File: config.mk
export PLATFORM = sky130hd
export DESIGN_NAME = audio_out_stage
export DESIGN_NICKNAME = d
export VERILOG_FILES = /design/src/rtl/audio_out_stage.sv
export SDC_FILE = /design/constraint.sdc
export NUM_CORES = 1
export LEC_CHECK = 0
export CAP_MARGIN = 25
export CORE_MARGIN = 1.5
export CORE_UTILIZATION = 30
export CTS_CLUSTER_DIAMETER = 120
export DETAILED_ROUTE_END_ITERATION = 6
export SETUP_SLACK_MARGIN = 0.5
export SKIP_CTS_REPAIR_TIMING = 1
export SLEW_MARGIN = 10
export SYNTH_ARGS = -nofsm -noshare
export SYNTH_HDL_FRONTEND = slang
export SYNTH_SLANG_ARGS = --single-unit
File: constraint.sdc
create_clock -name clk -period 4.8 [get_ports clk]
set_input_delay 0.96 -clock clk [delete_from_list [all_inputs] [get_ports clk]]
set_output_delay 0.96 -clock clk [all_outputs]
set_load 0.03 [all_outputs]
File: src/rtl/audio_out_stage.sv
// Decimates free-running PCM to SAMPLE_HZ, applies ramped volume/mute, low-battery
// attenuation and saturation. Define AUDIO_DCBLOCK_EN to insert a DC blocker before the gain.
module audio_out_stage #(
    parameter int unsigned CLK_HZ    = 50000000,
    parameter int unsigned SAMPLE_HZ = 48000,
    parameter int unsigned ACC_W     = 32
) (
    input  logic               clk,
    input  logic               reset_n,
    input  logic signed [15:0] pcm_in,
    input  logic        [3:0]  volume,
    input  logic               mute,
    input  logic               low_batt,
    output logic               sample_stb,
    output logic signed [15:0] audio_l,
    output logic signed [15:0] audio_r,
    output logic               out_valid,
    output logic               clip,
    output logic               ramping
);
    typedef enum logic [1:0] {IDLE, UP, DOWN} ramp_state_t;

    localparam logic [ACC_W:0] STEP  = (ACC_W+1)'(SAMPLE_HZ);
    localparam logic [ACC_W:0] LIMIT = (ACC_W+1)'(CLK_HZ);

    // Returns {saturated, value}.
    function automatic logic [16:0] sat16(input logic signed [21:0] v);
        if (v > 22'sd32767)
            return {1'b1, 16'h7FFF};
        else if (v < -22'sd32768)
            return {1'b1, 16'h8000};
        else
            return {1'b0, v[15:0]};
    endfunction

    logic [ACC_W-1:0]   acc, acc_next;
    logic [ACC_W:0]     acc_sum;
    logic               stb;
    ramp_state_t        state, state_next;
    logic [4:0]         cur_gain, gain_next, target;
    logic signed [15:0] s0, mul_in;
    logic               mul_stb, v2;
    logic signed [21:0] prod, p, q;
    logic [16:0]        sat;

    always_comb begin
        acc_sum  = {1'b0, acc} + STEP;
        stb      = (acc_sum >= LIMIT);
        acc_next = stb ? ACC_W'(acc_sum - LIMIT) : ACC_W'(acc_sum);
    end

    // Direction is re-derived from the live target on every strobe, so a
    // mid-ramp target change reverses without overshoot.
    always_comb begin
        target     = mute ? '0 : {volume, 1'b0};
        gain_next  = cur_gain;
        state_next = state;
        if (stb) begin
            if (cur_gain < target)
                gain_next = cur_gain + 5'd1;
            else if (cur_gain > target)
                gain_next = cur_gain - 5'd1;
            if (gain_next < target)
                state_next = UP;
            else if (gain_next > target)
                state_next = DOWN;
            else
                state_next = IDLE;
        end
    end

    always_ff @(posedge clk) begin
        if (!reset_n) begin
            state    <= IDLE;
            cur_gain <= '0;
        end else begin
            state    <= state_next;
            cur_gain <= gain_next;
        end
    end

    assign ramping = (state != IDLE);

    always_ff @(posedge clk) begin
        if (!reset_n) begin
            acc        <= '0;
            sample_stb <= 1'b0;
            s0         <= '0;
        end else begin
            acc        <= acc_next;
            sample_stb <= stb;
            if (stb)
                s0 <= pcm_in;
        end
    end

`ifdef AUDIO_DCBLOCK_EN
    logic signed [17:0] dc_x, dc_y, x1, y1;
    logic signed [15:0] dc_out;
    logic               dc_vld;
    logic [16:0]        dc_sat;

    always_comb begin
        dc_x   = 18'(s0);
        dc_y   = dc_x - x1 + y1 - (y1 >>> 8);
        dc_sat = sat16(22'(dc_y));
    end

    always_ff @(posedge clk) begin
        if (!reset_n) begin
            x1     <= '0;
            y1     <= '0;
            dc_out <= '0;
            dc_vld <= 1'b0;
        end else begin
            dc_vld <= sample_stb;
            if (sample_stb) begin
                x1     <= dc_x;
                y1     <= dc_y;
                dc_out <= dc_sat[15:0];
            end
        end
    end

    assign mul_in  = dc_out;
    assign mul_stb = dc_vld;
`else
    assign mul_in  = s0;
    assign mul_stb = sample_stb;
`endif

    always_comb begin
        prod = 22'(mul_in) * 22'($signed({1'b0, cur_gain}));
        q    = low_batt ? (p >>> 5) : (p >>> 4);
        sat  = sat16(q);
    end

    always_ff @(posedge clk) begin
        if (!reset_n) begin
            p         <= '0;
            v2        <= 1'b0;
            out_valid <= 1'b0;
            clip      <= 1'b0;
            audio_l   <= '0;
            audio_r   <= '0;
        end else begin
            v2        <= mul_stb;
            out_valid <= v2;
            clip      <= v2 & sat[16];
            if (mul_stb)
                p <= prod;
            if (v2) begin
                audio_l <= sat[15:0];
                audio_r <= sat[15:0];
            end
        end
    end

endmodule

==> metrics.yaml <==
ys_top_cells_by_count: "inv_1, dfxtp_1, nand2_1"
routed_via_density: 4.86
critPathCaptureType: "flip-flop"
grt_pass1_wl_mm: 29.6
p_leak_nw: 4.01
drc: 0
ios: 60
multi_input_area_um2: 5540
hold_violations: 0
worst_setup_path_start_kind: "flip-flop"
synth_top_area_cell: "dfxtp_1"
grt_max_degree: 44
fill_cells: 2630
num_antenna_cells: 0
layout-drive-gt1-share_pct: 10.9
syn-num-nets: 1061
synth_top_area_share_pct: 22.2
grt_pass1_vias: 6248
path_cells: "buf_6, and2_4, fa_1, fa_1, inv_2, fa_1, inv_2, ha_4, a2111oi_4, o31ai_4, a211oi_2, o21bai_2, a211o_1, o211ai_1, o21ai_1, xor2_1, a22o_1"
setup_tns_ns: 0
yosysSeqAreaShare_pct: 22.2
fin_crit_sh_pct: 90.8
r2r_slack_ns: 0.44
async_flop_share_pct: 0
fin_nets: 1093
hp-start: "state[0]"
met1_usage_pct: 18.1
htreeDepth: 3
fin_skew_ns: 0.0165
worst-path-max-fanout: 6
overflow: 0
utilization_pct: 36.2
cts_made_buffers: 9
die_w_um: 164
min_period_ns: 4.36
yosys_register_bits: 86
first_pass_iters: 4
synth_area_um2: 7760
io_buffers: 59
finalMaxSlewViolations: 0
grt_setup_unrepaired: "true"
max_stage_delay_ns: 0.51
place_area_um2: 8610
tightest_slew_ns: 0.896
synthTopCellsByArea: "dfxtp_1, fa_1, ha_1"
avgSynthCellArea_um2: 8.29
via_count: 6330
fin_area_um2: 9140
busiest_layer: "met2"
cap_violations: 0
ir_drop_uv: 227
path_class: "flip-flop to flip-flop"
worstPathBufferInverterCount: 3
initial_core_util_pct: 30.7
synthCells: 936
clk_pin_slew_ns: 0.06
cts_tree: "yes"
critPathSlowestCell: "fa_1"
hold_class: "flip-flop to flip-flop"
ant_nets: 0
grtUsageTotal_pct: 13.6
die_h_um: 164
required_ns: 5.04
drt_first_iter_violations: 282
core_area_um2: 25300
finalWirelength_mm: 17.6
cp_common_cell: "fa_1"
wl_per_cell_um: 13.5
root_buffer: "clkbuf_16"
hpwl_mm: 13.4
fmax_mhz: 229
register_area_um2: 1740
syn2layout_area_growth_pct: 17.8
crit_arrival_ns: 4.60
synthMostInstantiatedCell: "inv_1"
synth-edff-count: 0
yosysWarningCount: 0
crit_start: "cur_gain[2]"
gp_congestion: 0.820
dieArea_um2: 26800
cts_sinks: 86
grtUsageMet2_pct: 22.7
setup_viol: 0
antenna_found_initial: 0
grt_use_met3_pct: 2.17
slew_headroom_pct: 40.1
clockBufferDepth: 2
synth_cell_types: 66
run_status: "completed"
cp_top_family: "adder cells"
worstSkewPairLatency_ns: 0.36
rows: 58
reg2reg_from: "cur_gain[2]"
power_density_nw_per_um2: 540
synth_ff_type: "dfxtp_1"
==> cells in the final DEF (no fill, tap or decap), types with 19 or more instances in the layout <==
| cell | Yosys | layout |
|---|---|---|
| a21oi_1 | 51 | 49 |
| dfxtp_1 | 86 | 77 |
| nand2_1 | 86 | 86 |
| ha_1 | 52 | 44 |
| o21ai_0 | 24 | 22 |
| mux2i_1 | 30 | 30 |
| buf_4 | 16 | 20 |
| and2_1 | 75 | 74 |
| nor2_1 | 60 | 60 |
| nor3_1 | 21 | 19 |
| fa_1 | 49 | 49 |
| clkdlybuf4s50_1 | 0 | 59 |
| inv_1 | 98 | 95 |
| xnor2_1 | 31 | 30 |
==> cell families (layout without fill, tap and decap cells) <==
| family | count (synthesis) | after routing | synth area share (%) |
|---|---|---|---|
| compound gates | 165 | 165 | 14.9 |
| xor+xnor | 44 | 44 | 4.97 |
| fa+ha+maj | 101 | 101 | 21.0 |
| buf+inv | 160 | 197 | 9.06 |
| flops | 86 | 86 | 22.2 |
| mux | 33 | 33 | 4.31 |
| simple gates | 347 | 347 | 23.5 |
==> power by group <==
group,switching [mW],internal [mW]
clock network,0.304,0.368
registers,0.302,0.950
logic,1.68,1.32
==> through the flow <==
stage	hold slack, ns	std cells	setup slack (ns)	power, mW
finish	0.454	1303	0.440	4.93
global route	0.481	1303	0.244	5.42
CTS	0.452	1295	0.279	4.84
detailed placement	0.445	1279	0.278	4.15
global placement	0.438	1279	0.341	4.11
floorplan	0.427	936	0.487	3.47
==> per-layer routing <==
| metal | part of all wire, % | vias to the layer above | routed length, um |
|---|---|---|---|
| li1 | - | 3218 | - |
| met1 | 49 | 2997 | 8670 |
| met5 | 0 | - | 0 |
| met3 | 3.5 | 16 | 609 |
| met2 | 46 | 99 | 8070 |
| met4 | 1.2 | 0 | 218 |
==> sequential cells by signal (all words and copies together) (netlist names) <==
name and count:
acc 25, p 18, audio_r 16, mul_in 16
cur_gain 5, state 2, clip 1, out_valid 1
sample_stb 1, v2 1
==> worst paths after layout <==
kind,to,cells after the start
worst max-delay path,p[20],17
worst max register to register,p[20],17
worst min-delay path,state[0],2
worst min register to register,state[0],2
==> tightest hold or removal path: stages, from the launching register on <==
cell	delay (ns)
dfxtp_1	0.30
nand2_1	0.05
a21oi_1	0.05
==> final cells by class <==
type / instances / area share, %
Tap cell: 330 / 4.52
Inverter: 98 / 4.03
Multi-Input combinational cell: 690 / 60.6
Clock inverter: 4 / 0.329
Timing Repair Buffer: 83 / 8.79
Sequential cell: 86 / 19.0
Clock buffer: 12 / 2.70
Power figures use the tool's default switching activity.
